**src/rtl/vmem_pkg.sv**
```systemverilog
`default_nettype none
// ============================================================================
// Module   : vmem_pkg
// Brief    : Shared types and constants for the vector memory sequencer.
//            Optional feature macro used by the sequencer: VMEM_ALIGN_CHECK_EN
// Revision : 1.0 - initial release
// ============================================================================
package vmem_pkg;

    // Sequencer FSM states
    typedef enum logic [1:0] {
        IDLE   = 2'd0,
        ACCESS = 2'd1,
        DONE   = 2'd2
    } vmem_state_t;

    localparam int         VMEM_WORD_BYTES    = 4;
    localparam int         VMEM_VLEN_WORDS    = 4;
    localparam logic [1:0] VMEM_LAST_BEAT_VEC = 2'd3;

    // Index of the final beat: scalar accesses are a single beat 0
    function automatic logic [1:0] vmem_last_beat(input logic i_vec);
        return i_vec ? VMEM_LAST_BEAT_VEC : 2'd0;
    endfunction

endpackage
`default_nettype wire

```
**src/rtl/vmem_lane_sel.sv**
```systemverilog
`default_nettype none
// ============================================================================
// Module   : vmem_lane_sel
// Brief    : 128->32 write-lane select and 32->128 read-lane merge, both
//            indexed by the current beat.
// Revision : 1.0 - initial release
// ============================================================================
module vmem_lane_sel
    import vmem_pkg::*;
(
    input  logic [127:0] i_lanes,
    input  logic [1:0]   i_beat,
    input  logic [31:0]  i_word,
    input  logic [127:0] i_cur,
    output logic [31:0]  o_lane,
    output logic [127:0] o_merged
);

    logic [6:0] w_base;
    assign w_base = {i_beat, 5'b00000};

    // Pick the write lane and overlay the returned word onto the current value
    always_comb begin
        o_lane   = i_lanes[w_base +: 32];
        o_merged = i_cur;
        o_merged[w_base +: 32] = i_word;
    end

endmodule
`default_nettype wire

```
**src/rtl/vector_mem_sequencer.sv**
```systemverilog
`default_nettype none
// ============================================================================
// Module   : vector_mem_sequencer
// Brief    : Sequences MEM-stage scalar (1 beat) and 128-bit vector (4 beat)
//            loads/stores onto a 32-bit req/ack data memory port, holding the
//            pipeline via mem_stall until the access completes.
//            Optional macro: VMEM_ALIGN_CHECK_EN (misaligned request trap).
// Revision : 1.0 - initial release
// ============================================================================
module vector_mem_sequencer
    import vmem_pkg::*;
#(
    parameter int ADDR_W     = 32,
    parameter int VLEN_WORDS = 4
) (
    input  logic              clk,
    input  logic              reset,
    input  logic              mem_mem_read,
    input  logic              mem_mem_write,
    input  logic              mem_vector_op,
    input  logic [ADDR_W-1:0] mem_addr,
    input  logic [127:0]      mem_write_data,
    output logic [127:0]      mem_read_data,
    output logic              mem_stall,
    output logic              mem_done,
    output logic              dmem_req,
    output logic              dmem_we,
    output logic [ADDR_W-1:0] dmem_addr,
    output logic [31:0]       dmem_wdata,
    input  logic              dmem_ack,
    input  logic [31:0]       dmem_rdata,
    output logic              align_err
);

    vmem_state_t       r_state;
    logic              r_we;
    logic              r_vec;
    logic [ADDR_W-1:0] r_addr;
    logic [127:0]      r_wdata;
    logic [1:0]        r_beat;
    logic [127:0]      r_rdata;

    logic              w_req;
    logic              w_access;
    logic              w_last;
    logic [ADDR_W-1:0] w_beat_off;
    logic [31:0]       w_lane_wdata;
    logic [127:0]      w_merged;

    assign w_req      = mem_mem_read | mem_mem_write;
    assign w_access   = (r_state == ACCESS);
    assign w_last     = (r_beat == vmem_last_beat(r_vec));
    assign w_beat_off = ADDR_W'(r_beat) * ADDR_W'(VMEM_WORD_BYTES);

`ifdef VMEM_ALIGN_CHECK_EN
    logic w_misaligned;
    logic r_align_err;
    assign w_misaligned = mem_vector_op ? (mem_addr[3:0] != 4'd0)
                                        : (mem_addr[1:0] != 2'd0);
    assign align_err    = r_align_err;
`else
    assign align_err    = 1'b0;
`endif

    vmem_lane_sel u_lane_sel (
        .i_lanes  (r_wdata),
        .i_beat   (r_beat),
        .i_word   (dmem_rdata),
        .i_cur    (r_rdata),
        .o_lane   (w_lane_wdata),
        .o_merged (w_merged)
    );

    // Memory port is decoded purely from registered state; idle values are 0
    assign dmem_req   = w_access;
    assign dmem_we    = w_access & r_we;
    assign dmem_addr  = w_access ? (r_addr + w_beat_off) : '0;
    assign dmem_wdata = w_access ? w_lane_wdata : 32'd0;

    // Stall covers the request cycle in IDLE and every ACCESS cycle
    assign mem_stall     = reset & ((r_state == IDLE & w_req) | w_access);
    assign mem_done      = (r_state == DONE);
    assign mem_read_data = r_rdata;

    // FSM, beat counter, request latches and read-data assembly
    always_ff @(posedge clk or negedge reset) begin
        if (!reset) begin
            r_state <= IDLE;
            r_we    <= 1'b0;
            r_vec   <= 1'b0;
            r_addr  <= '0;
            r_wdata <= '0;
            r_beat  <= 2'd0;
            r_rdata <= '0;
`ifdef VMEM_ALIGN_CHECK_EN
            r_align_err <= 1'b0;
`endif
        end else begin
            case (r_state)
                IDLE: begin
                    if (w_req) begin
                        // Write wins when both read and write are asserted
                        r_we    <= mem_mem_write;
                        r_vec   <= mem_vector_op;
                        r_addr  <= mem_addr;
                        r_wdata <= mem_write_data;
                        r_beat  <= 2'd0;
`ifdef VMEM_ALIGN_CHECK_EN
                        if (w_misaligned) begin
                            r_state     <= DONE;
                            r_align_err <= 1'b1;
                        end else begin
                            r_state <= ACCESS;
                        end
`else
                        r_state <= ACCESS;
`endif
                    end
                end
                ACCESS: begin
                    // Request held stable until ack; inputs are ignored here
                    if (dmem_ack) begin
                        if (!r_we) begin
                            r_rdata <= r_vec ? w_merged : {VLEN_WORDS{dmem_rdata}};
                        end
                        r_beat <= r_beat + 2'd1;
                        if (w_last) begin
                            r_state <= DONE;
                        end
                    end
                end
                DONE: begin
                    r_state <= IDLE;
`ifdef VMEM_ALIGN_CHECK_EN
                    r_align_err <= 1'b0;
`endif
                end
                default: begin
                    r_state <= IDLE;
                end
            endcase
        end
    end

endmodule
`default_nettype wire
```
**config.mk**
```make
export PLATFORM = sky130hd
export DESIGN_NAME = vector_mem_sequencer
export DESIGN_NICKNAME = d
export VERILOG_FILES = /design/src/rtl/vmem_pkg.sv /design/src/rtl/vmem_lane_sel.sv /design/src/rtl/vector_mem_sequencer.sv
export SDC_FILE = /design/constraint.sdc
export NUM_CORES = 1
export LEC_CHECK = 0
export ABC_AREA = 0
export BUFFER_PORTS_ARGS = -buffer_cell sky130_fd_sc_hd__buf_4
export CAP_MARGIN = 20
export CORE_MARGIN = 1.5
export CORE_UTILIZATION = 50
export CTS_BUF_LIST = sky130_fd_sc_hd__clkbuf_8 sky130_fd_sc_hd__clkbuf_16
export DETAILED_ROUTE_END_ITERATION = 6
export GPL_TIMING_DRIVEN = 0
export PLACE_DENSITY = 0.78
export SETUP_SLACK_MARGIN = 0.2
export SLEW_MARGIN = 20
export SYNTH_ARGS = -nofsm -noshare
export SYNTH_HDL_FRONTEND = slang
export SYNTH_SLANG_ARGS = --single-unit
```
**constraint.sdc**
```tcl
create_clock -name clk -period 3.5 [get_ports clk]
set_input_delay 1.05 -clock clk [delete_from_list [all_inputs] [get_ports clk]]
set_output_delay 1.05 -clock clk [all_outputs]
set_load 0.01 [all_outputs]
```
==> flow_metrics.py, run 1 <==
metrics = {
    "critical_path": {
        "cp_data_arrival_time_ns": 2.76,
        "critPathMaxStageDelay_ns": 0.48,
        "end_kind": "output port",
        "path_buf_inv": 2,
        "crit_fanout": 5,
        "critPathMostFrequentCell": "or4_4",
        "path_class": "flop to output port",
        "required_ns": 2.45,
        "cp_cell_sequence": "ha_4 > a21oi_4 > or4_4 > buf_8 > or4_4 > a21oi_2 > buf_4",
        "crit_family": "simple AND/OR/NAND/NOR gates",
        "setup.worst_path.start_class": "flop",
        "crit_slowest_cell": "or4_4",
        "rr_startpoint": "r_beat[0]$_DFFE_PN0P_",
        "crit_start": "r_beat[1]$_DFFE_PN0P_",
    },
    "global_route": {
        "groute.usage.overall_pct": 32.93,
        "antenna_found_initial": 2,
        "grt_max_degree": 87,
        "grt_pass1_wl_mm": 66.57,
        "grt-ovfl-total": 0,
        "grt_pass1_vias": 11830,
    },
    "min_path": {
        "hold_class": "primary input to async pin",
    },
    "synth": {
        "syn_avg_cell_area_sq_um": 10.32,
        "ys_seq_area_share_pct": 58.51,
        "syn-num-nets": 1423,
        "synth-warning-count": 0,
        "syn_area_sq_mm": 0.01257,
        "netlist_instances": 1218,
        "synth_top_area_share_pct": 58.51,
        "ys_ff_latch": 294,
        "ys_types": 41,
        "yosys-top-cells-area": "dfrtp_1, nand2_1, a22o_1, mux4_2, clkbuf_1",
        "yosys.area.top_type": "dfrtp_1",
    },
    "die": {
        "die_area_sq_mm": 0.02611,
        "core_area_sq_mm": 0.02453,
        "ioPinCount": 395,
        "fp-row-count": 57,
        "die_y_um": 161.6,
        "start_util_pct": 51.25,
        "fp.dieW_um": 161.6,
    },
    "clock_tree": {
        "numCtsBuffers": 30,
        "insertion_delay_ns": 0.56,
        "cts-root-buf": "clkbuf_16",
        "htree_num_levels": 1,
        "clock_sink_count": 294,
        "cts_tree": "built",
        "clk_pin_slew_ns": 0.07,
        "holdBufCountCts": 0,
        "ctsLongestPathBuffers": 3,
    },
    "sta": {
        "period_minus_slack_ns": 3.807,
        "postLayoutSetupSlackWorst_ns": -0.3071,
        "max_slew_margin_pct": 50.97,
        "fin_crit_sh_pct": 108.8,
        "fmax_mhz": 262.7,
        "rsz0062_at_grt": "yes",
        "setup_viol": 19,
        "finalMaxSlewViolations": 0,
        "skew_ns": 0.01456,
        "hold_viol": 0,
        "worstMarginPinSlew_ns": 0.7355,
    },
    "run_status": {
        "status": "finished with violations",
        "violations": "negative setup slack",
    },
    "power": {
        "ir_drop_mv": 0.6431,
        "power_density_mw_per_mm2": 997.7,
        "total_power_mw": 18.17,
        "p_leak_nw": 9.218,
    },
    "detailed_routing": {
        "drt_iter0_drc": 1166,
        "final_antenna_net_count": 0,
        "wl_per_cell_um": 21.68,
        "viasPerCell": 5.698,
        "dr.pass1.iters": 6,
        "drc": 0,
        "vias": 11560,
        "drt_wl_total_mm": 43.99,
    },
    "placement": {
        "hpwl_mm": 29.77,
        "dp.cells": 1938,
        "gp_congestion": 0.9066,
        "io_buffers": 393,
    },
    "flow_run": {
        "maxCapViolations": 0,
    },
    "finish": {
        "area_growth_pct": 44.80,
        "drive_gt1_share_pct": 35.76,
        "layout_commonest_cell": "nand2_1",
        "nets": 1884,
        "final_cell_mix": "nand2_1, buf_4, dfrtp_1",
        "stdcell_count": 2029,
    },
}
## cell families after synthesis
kind of cell               share of synthesized area [%]
and+or+nand+nor                                    19.88
DFF                                                58.51
AOI/OAI and AO/OA                                  11.60
buffers and inverters                              2.786
muxes                                              5.811
xor gates and xnor gates                          0.6269
adders and majority gates                         0.7562
other                                            0.02982
## Yosys cell counts, drive strengths merged
| master | number |
|---|---|
| nand3 | 16 |
| ha | 6 |
| o311ai | 1 |
| o31a | 1 |
| a311oi | 1 |
| nand2 | 486 |
| nor2 | 16 |
| nor3 | 3 |
| and2 | 38 |
| a21oi | 20 |
| dfrtp | 294 |
| or3 | 5 |
| a21boi | 1 |
| a41o | 1 |
| nor4 | 6 |
| and4bb | 1 |
| nor2b | 3 |
| xor2 | 1 |
| fa | 1 |
| mux2i | 1 |
| or4 | 11 |
| buf | 10 |
| and3 | 2 |
| clkbuf | 71 |
| a22o | 129 |
| mux4 | 32 |
| and4 | 3 |
| o21ai | 19 |
| inv | 10 |
| xnor2 | 8 |
| o31ai | 10 |
| nand2b | 2 |
| conb | 1 |
| nand4 | 6 |
| o21a | 2 |
## metal layers
| layer | global-route usage, % | vias up | wire (um) |
|---|---|---|---|
| met1 | 42.74 | 5774 | 16920 |
| li1 | - | 5069 | - |
| met3 | 6.805 | 112 | 3694 |
| met4 | 12.08 | 0 | 1706 |
| met5 | 0 | - | 0 |
| met2 | 54.86 | 606 | 21670 |
## where the power goes
part	switching, mW	internal (mW)	leakage [nW]	total, mW
registers	1.14	5.00	3.69	6.14
logic	4.26	4.14	4.96	8.40
clock network	1.42	2.21	0.563	3.63
total	6.81	11.4	9.22	18.2
## flip-flops by register name (all words and copies together) (netlist names)
register and flops:
mem_read_data 128, r_wdata 128, r_addr 32, r_beat 2, r_state 2, r_vec 1
r_we 1
## final cells by class
type                    instances  area (sq um)
inverters                      10         41.29
diodes                          2         5.005
multi-input cells             833          5210
well taps                     324         405.4
clock buffers                  35         830.8
fillers                      1705          6326
clock inverters                21         291.5
repair buffers                430          3595
flip-flops and latches        294          7362
plain buffers                  80         466.7
## worst paths after layout
path	to	slack [ns]	cells past startpoint
setup / recovery	dmem_addr[25]	-0.31	7
hold / removal	mem_read_data[18]$_DFFE_PN0P_	0.34	1
hold reg to reg	r_wdata[27]$_DFFE_PN0P_	0.47	2
max in group asynchronous	r_wdata[41]$_DFFE_PN0P_	2.46	2
setup reg to reg	mem_read_data[17]$_DFFE_PN0P_	0.64	12
min in group clk	r_wdata[27]$_DFFE_PN0P_	0.47	2
## per-stage QoR
stage	setup TNS, ns	area (sq um)	hold slack (ns)	setup slack [ns]	utilization [%]
2_1_floorplan	0	12580	0.4374	0.2104	-
5_1_grt	-5.077	18210	0.3412	-0.3492	74.21
3_5_place_dp	-1.557	16030	0.4581	-0.3061	65.33
3_3_place_gp	-336.91	15940	0.4505	-2.159	64.96
4_1_cts	-3.937	17700	0.3943	-0.3104	72.14
6_report	-3.820	18210	0.3403	-0.3071	74.21
## worst register-to-register path: cells and delay by family (launching register included)
kind	cells	cell delay, ns
flops	1	0.43
simple gates	1	0.09
compound gates	2	0.64
buf+inv	8	1.35
fa+ha+maj	1	0.28
## repair_timing
item / in CTS / in global routing
endpoints found under the setup margin: 183 / 53
gates cloned: 4 / 3
pin swaps: 11 / 32
resized for setup: 77 / 101
setup buffers: 16 / 11
Note: power is estimated with default switching activity, not from simulation.
==> inputs of run 2 (changes only) <==
--- a/config.mk
+++ b/config.mk
@@ -10,7 +10,7 @@
 export CAP_MARGIN = 20
 export CORE_MARGIN = 1.5
 export CORE_UTILIZATION = 50
-export CTS_BUF_LIST = sky130_fd_sc_hd__clkbuf_8 sky130_fd_sc_hd__clkbuf_16
+export CTS_BUF_LIST = sky130_fd_sc_hd__clkbuf_16
 export DETAILED_ROUTE_END_ITERATION = 6
 export GPL_TIMING_DRIVEN = 0
 export PLACE_DENSITY = 0.78
==> flow_metrics.py, run 2 (synthesis gave the netlist of run 1 again) <==
metrics = {
    "run_status": {
        "status": "finished with violations",
        "violations": "negative setup slack",
    },
    "critical_path": {
        "crit_fanout": 5,
        "path_class": "flop to output port",
        "cp_data_arrival_time_ns": 2.76,
        "setup.worst_path.start_class": "flop",
        "required_ns": 2.45,
        "path_buf_inv": 2,
        "critPathMostFrequentCell": "or4_4",
        "end_kind": "output port",
        "cp_cell_sequence": "ha_4 > a21oi_4 > or4_4 > buf_8 > or4_4 > a21oi_2 > buf_4",
        "critPathMaxStageDelay_ns": 0.48,
        "crit_slowest_cell": "or4_4",
        "crit_family": "simple AND/OR/NAND/NOR gates",
        "r2r_setup_slack_ns": 0.68,
    },
    "die": {
        "fp.dieW_um": 161.6,
        "die_area_sq_mm": 0.02611,
        "start_util_pct": 51.25,
        "die_y_um": 161.6,
        "fp-row-count": 57,
        "core_area_sq_mm": 0.02453,
        "ioPinCount": 395,
    },
    "sta": {
        "fmax_mhz": 262.2,
        "skew_ns": 0.01693,
        "whs_ns": 0.3388,
        "fin_crit_sh_pct": 109.0,
        "worstMarginPinSlew_ns": 0.7385,
        "period_minus_slack_ns": 3.813,
        "max_slew_margin_pct": 50.77,
        "setup_tns_ns": -3.957,
        "rsz0062_at_grt": "yes",
        "postLayoutSetupSlackWorst_ns": -0.3134,
        "hold_viol": 0,
        "setup_viol": 19,
        "finalMaxSlewViolations": 0,
    },
    "clock_tree": {
        "cts-root-buf": "clkbuf_16",
        "ctsLongestPathBuffers": 3,
        "clock_sink_count": 294,
        "cts_tree": "built",
        "holdBufCountCts": 0,
        "numCtsBuffers": 30,
        "htree_num_levels": 1,
        "clk_pin_slew_ns": 0.07,
        "insertion_delay_ns": 0.56,
    },
    "power": {
        "p_leak_nw": 9.202,
        "total_power_mw": 18.12,
        "ir_drop_mv": 0.6437,
        "power_density_mw_per_mm2": 996.5,
    },
    "detailed_routing": {
        "wl_per_cell_um": 21.60,
        "final_antenna_net_count": 0,
        "dr.pass1.iters": 6,
        "drc": 0,
        "drt_wl_total_mm": 43.81,
        "viasPerCell": 5.690,
        "vias": 11540,
        "drt_iter0_drc": 1109,
    },
    "global_route": {
        "grt_pass1_wl_mm": 66.38,
        "grt-ovfl-total": 0,
        "grt_max_degree": 87,
        "grt_pass1_vias": 11830,
        "groute.usage.overall_pct": 32.86,
        "antenna_found_initial": 2,
    },
    "placement": {
        "hpwl_mm": 29.77,
        "io_buffers": 393,
        "dp.cells": 1938,
        "gp_congestion": 0.9066,
    },
    "finish": {
        "final_util_pct": 74.12,
        "layout_commonest_cell": "nand2_1",
        "area_growth_pct": 44.62,
        "final_cell_mix": "nand2_1, buf_4, dfrtp_1",
        "stdcell_count": 2028,
        "drive_gt1_share_pct": 35.66,
        "nets": 1883,
    },
    "flow_run": {
        "maxCapViolations": 0,
    },
    "min_path": {
        "hold_class": "primary input to async pin",
    },
}
==> run 2: path summary, 6_finish.rpt <==
path                                                from                       endpoint  cells past startpoint
worst max-delay path               r_beat[1]$_DFFE_PN0P_                  dmem_addr[25]                      7
worst min-delay path                               reset  mem_read_data[18]$_DFFE_PN0P_                      1
worst max register to register     r_beat[1]$_DFFE_PN0P_  mem_read_data[17]$_DFFE_PN0P_                     10
worst min register to register  r_wdata[110]$_DFFE_PN0P_       r_wdata[110]$_DFFE_PN0P_                      2
max in group asynchronous                          reset         r_addr[28]$_DFFE_PN0P_                      2
min in group clk                r_wdata[110]$_DFFE_PN0P_       r_wdata[110]$_DFFE_PN0P_                      2
==> run 2: layer usage <==
layer / share of wire (%) / vias up / global-route usage, %
met3: 8.6 / 127 / 7.036
met1: 39 / 5762 / 42.81
met4: 4.1 / 0 / 12.88
met5: 0 / - / 0
li1: - / 5060 / -
met2: 49 / 590 / 53.98
==> run 2: per-stage QoR <==
stage | setup slack [ns] | instance area (sq um)
floorplan | 0.2104 | 12580
global placement | -2.159 | 15940
detailed placement | -0.3061 | 16030
CTS | -0.3097 | 17680
global route | -0.3504 | 18180
finish | -0.3134 | 18180
==> run 2: what timing repair did <==
action,4_1_cts,5_1_grt
setup buffers,16,10
setup endpoints to repair,183,54
pin swaps,11,32
cloned,4,3
resized for setup,81,102
==> run 2: cell type report <==
class	count	area, sq um
Multi-Input combinational cell	833	5218
Antenna cell	2	5.005
Clock buffer	31	775.7
Timing Repair Buffer	429	3613
Sequential cell	294	7362
Tap cell	324	405.4
Fill cell	1715	6349
Buffer	80	457.9
Inverter	10	41.29
Clock inverter	25	306.5
==> run 2: where the power goes <==
group | total [mW] | switching [mW] | internal (mW) | leakage (nW)
sequential | 6.13 | 1.13 | 5.00 | 3.69
clock | 3.55 | 1.43 | 2.12 | 0.541
combinational | 8.44 | 4.26 | 4.18 | 4.97
